## src/rtl/alu_seq_pkg.sv

```systemverilog
// Shared types for the 4-bit datapath microsequencer: states, SHIFTER codes,
// shift requests, the latched command and the decoded control vector.
package alu_seq_pkg;

    localparam int DATAWIDTH  = 4;
    localparam int INDEXWIDTH = 2;
    localparam int OPWIDTH    = 4;

    typedef enum logic [2:0] {
        S_IDLE,
        S_LOAD_A,
        S_EXEC,
        S_SHIFT,
        S_WB
    } state_t;

    typedef enum logic [1:0] {
        ST_HOLD = 2'b00,
        ST_LOAD = 2'b01,
        ST_SHL  = 2'b10,
        ST_SHR  = 2'b11
    } st_op_t;

    typedef enum logic [1:0] {
        SH_NONE  = 2'b00,
        SH_LEFT  = 2'b01,
        SH_RIGHT = 2'b10,
        SH_ROTL  = 2'b11
    } shift_req_t;

    typedef struct packed {
        logic [OPWIDTH-1:0]    op;
        shift_req_t            shift;
        logic [INDEXWIDTH-1:0] dst;
        logic [INDEXWIDTH-1:0] src;
        logic [DATAWIDTH-1:0]  imm;
        logic                  use_imm;
        logic                  no_wb;
    } cmd_t;

    typedef struct packed {
        logic                  ace;
        logic                  grsce;
        logic                  pswce;
        st_op_t                st_op;
        logic                  dataoe;
        logic                  grsoe;
        logic                  soe;
        logic [INDEXWIDTH-1:0] index;
        logic                  done;
    } ctrl_t;

    function automatic state_t next_state(
        input state_t     s,
        input shift_req_t sh,
        input logic       no_wb,
        input logic       start
    );
        state_t n;
        n = S_IDLE;
        unique case (s)
            S_IDLE:   n = start ? S_LOAD_A : S_IDLE;
            S_LOAD_A: n = S_EXEC;
            S_EXEC:   n = (sh != SH_NONE) ? S_SHIFT : (no_wb ? S_IDLE : S_WB);
            S_SHIFT:  n = no_wb ? S_IDLE : S_WB;
            S_WB:     n = S_IDLE;
            default:  n = S_IDLE;
        endcase
        return n;
    endfunction

endpackage

```

## src/rtl/alu_seq_decode.sv

```systemverilog
// Combinational state + latched command to datapath control-vector decoder.
// At most one of DATAOE/GRSOE/SOE is ever set.
module alu_seq_decode
    import alu_seq_pkg::*;
(
    input  state_t                state,
    input  shift_req_t            shift,
    input  logic [INDEXWIDTH-1:0] dst,
    input  logic [INDEXWIDTH-1:0] src,
    input  logic                  use_imm,
    input  logic                  no_wb,
    output ctrl_t                 ctrl
);

    always_comb begin
        // NOTE: every field gets a default before the case, so no path can infer a latch.
        ctrl       = '0;
        ctrl.st_op = ST_HOLD;
        unique case (state)
            S_IDLE: ;
            S_LOAD_A: begin
                ctrl.grsoe = 1'b1;
                ctrl.index = dst;
                ctrl.ace   = 1'b1;
            end
            S_EXEC: begin
                if (use_imm) begin
                    ctrl.dataoe = 1'b1;
                end else begin
                    ctrl.grsoe = 1'b1;
                    ctrl.index = src;
                end
                ctrl.st_op = ST_LOAD;
                ctrl.pswce = 1'b1;
                ctrl.done  = (shift == SH_NONE) && no_wb;
            end
            S_SHIFT: begin
                // Rotate-left relies on the SHIFTER's circular mode, so it is a plain left step here.
                ctrl.st_op = (shift == SH_RIGHT) ? ST_SHR : ST_SHL;
                ctrl.done  = no_wb;
            end
            S_WB: begin
                ctrl.soe   = 1'b1;
                ctrl.index = dst;
                ctrl.grsce = 1'b1;
                ctrl.done  = 1'b1;
            end
            default: ;
        endcase
    end

    always_comb begin
        bus_exclusive: assert ((int'(ctrl.dataoe) + int'(ctrl.grsoe) + int'(ctrl.soe)) <= 1);
    end

endmodule

```

## src/rtl/alu_seq_ctrl.sv

```systemverilog
// Microsequencer driving the A/GRS/ALU/SHIFTER/PSW datapath and its shared BUS.
// Optional ALU_SEQ_STEP_EN adds a STEP input for single-stepping on a board.
module alu_seq_ctrl
    import alu_seq_pkg::*;
(
    input  logic                  CLK,
    input  logic                  RESET_N,
    input  logic                  START,
    input  logic [OPWIDTH-1:0]    OP,
    input  logic [1:0]            SHIFT,
    input  logic [INDEXWIDTH-1:0] DST,
    input  logic [INDEXWIDTH-1:0] SRC,
    input  logic [DATAWIDTH-1:0]  IMM,
    input  logic                  USE_IMM,
    input  logic                  NO_WB,
`ifdef ALU_SEQ_STEP_EN
    input  logic                  STEP,
`endif
    output logic                  BUSY,
    output logic                  DONE,
    output logic                  ACE,
    output logic                  GRSCE,
    output logic                  PSWCE,
    output logic [1:0]            ST_OP,
    output logic [OPWIDTH-1:0]    ALU_OP,
    output logic                  DATAOE,
    output logic                  GRSOE,
    output logic                  SOE,
    output logic [INDEXWIDTH-1:0] INDEX,
    output logic [DATAWIDTH-1:0]  DATA
);

    state_t state;
    cmd_t   cmd;
    ctrl_t  dec;
    logic   advance;

`ifdef ALU_SEQ_STEP_EN
    assign advance = STEP;
`else
    assign advance = 1'b1;
`endif

    always_ff @(posedge CLK or negedge RESET_N) begin
        if (!RESET_N) begin
            // NOTE: the command latch is reset too, so ALU_OP and DATA come up 0.
            state <= S_IDLE;
            cmd   <= '0;
        end else if (advance) begin
            // NOTE: non-blocking so the latch and next state both see this cycle's values.
            if (state == S_IDLE && START) begin
                cmd <= '{op: OP, shift: shift_req_t'(SHIFT), dst: DST, src: SRC,
                         imm: IMM, use_imm: USE_IMM, no_wb: NO_WB};
            end
            state <= next_state(state, cmd.shift, cmd.no_wb, START);
        end
    end

    alu_seq_decode u_decode (
        .state   (state),
        .shift   (cmd.shift),
        .dst     (cmd.dst),
        .src     (cmd.src),
        .use_imm (cmd.use_imm),
        .no_wb   (cmd.no_wb),
        .ctrl    (dec)
    );

    // Enables are gated by advance so a held step never writes the datapath.
    assign ACE    = dec.ace    & advance;
    assign GRSCE  = dec.grsce  & advance;
    assign PSWCE  = dec.pswce  & advance;
    assign DATAOE = dec.dataoe & advance;
    assign GRSOE  = dec.grsoe  & advance;
    assign SOE    = dec.soe    & advance;
    assign DONE   = dec.done   & advance;
    assign ST_OP  = advance ? dec.st_op : ST_HOLD;
    assign INDEX  = dec.index;
    assign BUSY   = (state != S_IDLE);
    assign ALU_OP = cmd.op;
    assign DATA   = cmd.imm;

endmodule

```

## config.mk

```make
export PLATFORM = sky130hd
export DESIGN_NAME = alu_seq_ctrl
export DESIGN_NICKNAME = d
export VERILOG_FILES = /design/src/rtl/alu_seq_pkg.sv /design/src/rtl/alu_seq_decode.sv /design/src/rtl/alu_seq_ctrl.sv
export SDC_FILE = /design/constraint.sdc
export NUM_CORES = 1
export LEC_CHECK = 0
export CAP_MARGIN = 10
export CORE_MARGIN = 5
export CORE_UTILIZATION = 45
export DETAILED_ROUTE_END_ITERATION = 10
export PLACE_DENSITY = 0.8
export SYNTH_ARGS = -nofsm -noshare
export SYNTH_HDL_FRONTEND = slang
export SYNTH_SLANG_ARGS = --single-unit
```

## constraint.sdc

```tcl
create_clock -name CLK -period 2.4 [get_ports CLK]
set_input_delay 0.24 -clock CLK [delete_from_list [all_inputs] [get_ports CLK]]
set_output_delay 0.24 -clock CLK [all_outputs]
set_load 0.1 [all_outputs]
```

==> results of run 1 <==
per-layer routing:
metal,up-vias,GRT usage
met2,29,0.210
met5,-,0
li1,329,-
met3,4,0.0390
met4,0,0.0508
met1,330,0.168
worst reg2reg max path: cells and delay by family (launching register included):
family        cells  cell delay [ns]
flops             1             0.61
simple gates      1             0.59
mux               1             0.34
buf+inv           1             0.25
final cells by class:
class / count / area (um2) / area share
Multi-Input combinational cell: 43 / 430 / 0.312
Timing Repair Buffer: 40 / 408 / 0.296
Clock buffer: 4 / 26.3 / 0.0191
Inverter: 1 / 3.75 / 0.00272
Sequential cell: 19 / 475 / 0.345
Tap cell: 27 / 33.8 / 0.0245
metrics by stage:
step	worst slack [ns]	std cells	setup TNS [ns]
floorplan	-0.320	76	-0.393
finish	0.353	134	0
global route	0.175	134	0
detailed placement	0.481	130	0
CTS	0.347	134	0
global placement	0.543	130	0
kinds of logic after synthesis:
kind of cell / after synthesis / synth area share
flops: 19 / 0.491
compound gates: 8 / 0.0620
mux: 16 / 0.186
buf+inv: 14 / 0.0982
simple gates: 19 / 0.163
sequential cells by signal, summed over array words and instances (netlist names):
register	cells
state	3
ALU_OP	4
DATA	4
cmd	8
cell usage after synthesis (all sizes together):
library cell  number  area share
or3b               1      0.0090
and2               1      0.0065
and4bb             2       0.026
nor4b              2       0.034
buf               11       0.087
a211o              2       0.018
clkbuf             2      0.0078
a21oi              2       0.010
nor4bb             2       0.021
mux2              16        0.19
a2111oi            1      0.0090
o21bai             1      0.0078
nor3b              3       0.023
inv                1      0.0039
and3               1      0.0065
o22ai              1      0.0065
or3                1      0.0065
dfrtp             19        0.49
a41o               1       0.010
nor2               3       0.012
nand2b             3       0.019
worst paths after layout:
check                                 to  cells past startpoint
worst min-delay path             DATA[1]                      1
worst min register to register  state[2]                      1
worst max register to register    cmd[8]                      3
min in group CLK                state[2]                      1
max in group asynchronous        DATA[2]                      1
worst max-delay path            INDEX[0]                      3
==> results.py, run 1 <==
metrics = {
    "timing": {
        "rsz0062_at_grt": "no",
        "slew_headroom": 0.447,
        "setup_viol": 0,
        "max_freq_ghz": 0.488,
        "report.final.slew_viol_count": 0,
        "timing.hold.ws_ns": 0.415,
        "skew_ns": 0.00592,
        "hold_viol": 0,
        "tightest_slew_ns": 0.826,
        "min_period_ns": 2.05,
        "min_period_over_period": 0.853,
    },
    "final_layout": {
        "layout.nets": 127,
        "postLayoutCoreUtil": 0.688,
        "drive_above_1_share": 0.458,
        "layout_common_cells": "19 x dfrtp_1, 18 x clkdlybuf4s50_1, 17 x buf_4, 16 x mux2_2, 5 x buf_12",
        "antenna_cells": 0,
        "area_delta_synth_final_pct": 42.2,
        "fillers": 158,
        "layout_commonest_cell": "dfrtp_1",
        "fin_area_um2": 1380,
    },
    "critical_path": {
        "crit_path_end_kind": "output port",
        "slowest_delay_ns": 0.61,
        "critical_path.slowest_cell": "dfrtp_1",
        "path_buf_inv": 1,
        "path_max_fanout": 15,
        "cp.arrival_ns": 1.81,
        "crit_required_ns": 2.16,
        "critPathKind": "flop to output port",
        "rrSetupSlack_ns": 0.51,
        "critPathTopFamily": "flip-flops",
        "regToRegStartpoint": "state[0]",
        "crit_chain": "nor4b_1 -> a211o_1 -> buf_12",
        "worstSetupStartpointType": "flop",
        "crit_start": "state[0]",
    },
    "detailed_routing": {
        "dr_total_vias": 692,
        "wl_met2_um": 889,
        "drc": 0,
        "top_layer": "met4",
        "wl_per_cell_um": 13.9,
        "antenna_left": 0,
        "dr.pass1.iters": 4,
        "drt-vias-per-instance": 5.16,
        "route.met3.wl_um": 137,
        "totalWireLength_mm": 1.86,
        "wl_met1_um": 807,
        "drt_iter0_markers": 13,
    },
    "synthesis": {
        "avgSynthCellArea_um2": 12.7,
        "yosysSeqAreaShare": 0.491,
        "syn_nets": 95,
        "yosys_warnings": 0,
        "syn_inst": 76,
        "ys_types": 24,
        "ys_ff_latch": 19,
        "syn_area_um2": 968,
    },
    "placed_design": {
        "hpwlAfterDp_mm": 1.46,
        "gp_congestion": 0.727,
        "dpl_cell_area_um2": 1350,
        "port_buffers": 38,
    },
    "clock_network": {
        "cts_tree": "yes",
        "htreeDepth": 1,
        "post-cts-setup-buffers": 0,
        "insertion_delay_ns": 0.29,
        "path_clk_slew_ns": 0.11,
        "clock-sinks": 19,
        "clk_path_buf_depth": 2,
        "post_cts_resize_count": 0,
        "cts-buffers-inserted": 3,
        "cts_hold_buffers": 0,
        "clockRootBuffer": "clkbuf_4",
    },
    "die": {
        "die_h_um": 56.4,
        "die_w_um": 56.4,
        "start_util": 0.484,
        "io_pins": 39,
        "core_region_area_um2": 2000,
        "rows": 16,
        "dieArea_um2": 3180,
    },
    "grt": {
        "grt_first_pass_wirelength_mm": 3.37,
        "track_usage": 0.132,
        "grt_max_degree": 20,
        "grt_pass1_vias": 722,
        "antenna_found_initial": 0,
        "grt-ovfl-total": 0,
    },
    "outcome": {
        "status": "finished clean",
    },
    "flow_run": {
        "maxCapViolations": 0,
    },
    "min_path": {
        "hold_path_class": "primary input to async pin",
    },
}
Power of run 1 is left out: the tool's default activity adds up to more than one toggle a clock period on the data nets, which glitch-free logic cannot reach.
==> run 2, diff against run 1 <==
CORE_UTILIZATION = 46   (was 45)
SYNTH_HIERARCHICAL = 1   (was not set)
==> run 2 against run 1 <==
Utilization fell by 4.5 points. Cell count did not move. Flip-flop and latch count did not move. Routed wire length rose by 4.6%. Register-to-register slack improved by 0.06 ns. Critical endpoint is now GRSOE.
==> results.py, run 2 <==
metrics = {
    "outcome": {
        "status": "finished clean",
    },
    "clock_network": {
        "post-cts-setup-buffers": 0,
        "cts_tree": "yes",
        "cts_hold_buffers": 0,
        "htreeDepth": 1,
        "post_cts_resize_count": 0,
        "clk_path_buf_depth": 2,
        "insertion_delay_ns": 0.28,
        "clockRootBuffer": "clkbuf_4",
        "clock-sinks": 19,
        "path_clk_slew_ns": 0.10,
        "cts-buffers-inserted": 3,
    },
    "timing": {
        "layout_setup_ws_ns": 0.487,
        "hold_viol": 0,
        "tightest_slew_ns": 0.809,
        "min_period_ns": 1.91,
        "max_freq_ghz": 0.523,
        "slew_headroom": 0.459,
        "skew_ns": 0.000734,
        "setup_viol": 0,
        "fin_setup_tns_ns": 0,
        "rsz0062_at_grt": "no",
        "min_period_over_period": 0.797,
        "report.final.slew_viol_count": 0,
    },
    "detailed_routing": {
        "drt_iter0_markers": 2,
        "antenna_left": 0,
        "dr_total_vias": 681,
        "drc": 0,
        "drt-vias-per-instance": 5.08,
        "totalWireLength_mm": 1.94,
        "dr.pass1.iters": 4,
        "wl_per_cell_um": 14.5,
    },
    "die": {
        "die_w_um": 57.1,
        "die_h_um": 57.1,
        "rows": 17,
        "start_util": 0.471,
        "dieArea_um2": 3260,
        "core_region_area_um2": 2170,
        "io_pins": 39,
    },
    "grt": {
        "grt_max_degree": 20,
        "antenna_found_initial": 0,
        "grt_pass1_vias": 749,
        "grt-ovfl-total": 0,
        "grt_first_pass_wirelength_mm": 3.31,
        "track_usage": 0.129,
    },
    "final_layout": {
        "layout.nets": 126,
        "largest_reg_flops": 8,
        "antenna_cells": 0,
        "area_delta_synth_final_pct": 36.6,
        "drive_above_1_share": 0.472,
        "fillers": 172,
        "top_register": "cmd",
        "layout_commonest_cell": "dfrtp_1",
        "layout_common_cells": "19 x dfrtp_1, 18 x clkdlybuf4s50_1, 17 x buf_4, 10 x mux2_4, 6 x mux2_2",
    },
    "synthesis": {
        "ys_types": 26,
        "async_flop_share": 1.00,
        "synth_edf_count": 0,
        "synth-main-ff-cell": "dfrtp_1",
        "syn_area_um2": 1020,
        "yosysSeqAreaShare": 0.465,
        "synthTopCellsByCount": "19 x dfrtp_1, 10 x mux2_4, 9 x buf_4",
        "ys_ff_latch": 19,
        "synth_top_cell_area_share": 0.465,
        "post-synth-top-count-cell": "dfrtp_1",
        "avgSynthCellArea_um2": 13.8,
        "syn_nets": 93,
        "syn_inst": 74,
        "yosys_warnings": 6,
        "synth_top_area_cell": "dfrtp_1",
        "synth.area.top_cells": "dfrtp_1 47%, mux2_4 15%, buf_4 6.6%",
    },
    "critical_path": {
        "crit_chain": "or3b_1 -> a21oi_2 -> buf_12",
        "critical_path.slowest_cell": "dfrtp_1",
        "crit_path_end_kind": "output port",
        "slowest_delay_ns": 0.60,
        "cp.arrival_ns": 1.67,
        "worstSetupStartpointType": "flop",
        "path_buf_inv": 1,
        "path_max_fanout": 13,
        "crit_required_ns": 2.16,
        "critPathTopFamily": "flip-flops",
        "critPathKind": "flop to output port",
    },
    "placed_design": {
        "dp_slack_ns": 0.564,
        "hpwlAfterDp_mm": 1.55,
        "gp_congestion": 0.745,
        "port_buffers": 38,
    },
    "min_path": {
        "hold_path_class": "primary input to async pin",
    },
    "flow_run": {
        "maxCapViolations": 0,
    },
}
## run 2: cell families after synthesis
kind of cell,Yosys count,synth area share
simple gates,15,0.129
mux,17,0.223
compound gates,8,0.0673
flops,19,0.465
xor+xnor,1,0.00857
buf+inv,14,0.108
## run 2: path summary, 6_finish.rpt
path | endpoint | startpoint | slack [ns] | cells past startpoint
setup / recovery | GRSOE | state[1] | 0.49 | 3
hold / removal | cmd[11] | RESET_N | 0.41 | 1
setup reg to reg | DATA[1] | state[2] | 0.57 | 3
hold reg to reg | state[2] | cmd[0] | 0.48 | 1
max in group asynchronous | ALU_OP[0] | RESET_N | 1.49 | 1
min in group CLK | state[2] | cmd[0] | 0.48 | 1
## run 2: metal layers
layer | wire (um) | part of all wire | global-route usage
met4 | 16 | 0.0082 | 0.0397
met2 | 1010 | 0.52 | 0.230
met5 | 0 | 0 | 0
met1 | 768 | 0.40 | 0.149
met3 | 144 | 0.074 | 0.0362
## run 2: through the flow
step / instance area, um2 / cells / hold WS (ns) / util
6_report: 1400 / 134 / 0.413 / 0.644
5_1_grt: 1400 / 134 / 0.493 / 0.644
4_1_cts: 1400 / 134 / 0.446 / 0.644
3_5_place_dp: 1370 / 130 / 0.471 / 0.631
3_3_place_gp: 1370 / 130 / 0.474 / 0.631
2_1_floorplan: 1050 / 74 / -0.0556 / -
## run 2: cell type report
class | count | area (um2) | share of cell area
Clock buffer | 4 | 26.3 | 0.0188
Tap cell | 28 | 35.0 | 0.0251
Inverter | 3 | 11.3 | 0.00806
Sequential cell | 19 | 475 | 0.341
Multi-Input combinational cell | 41 | 460 | 0.330
Timing Repair Buffer | 39 | 388 | 0.278
Power of run 2 is left out for the same reason.
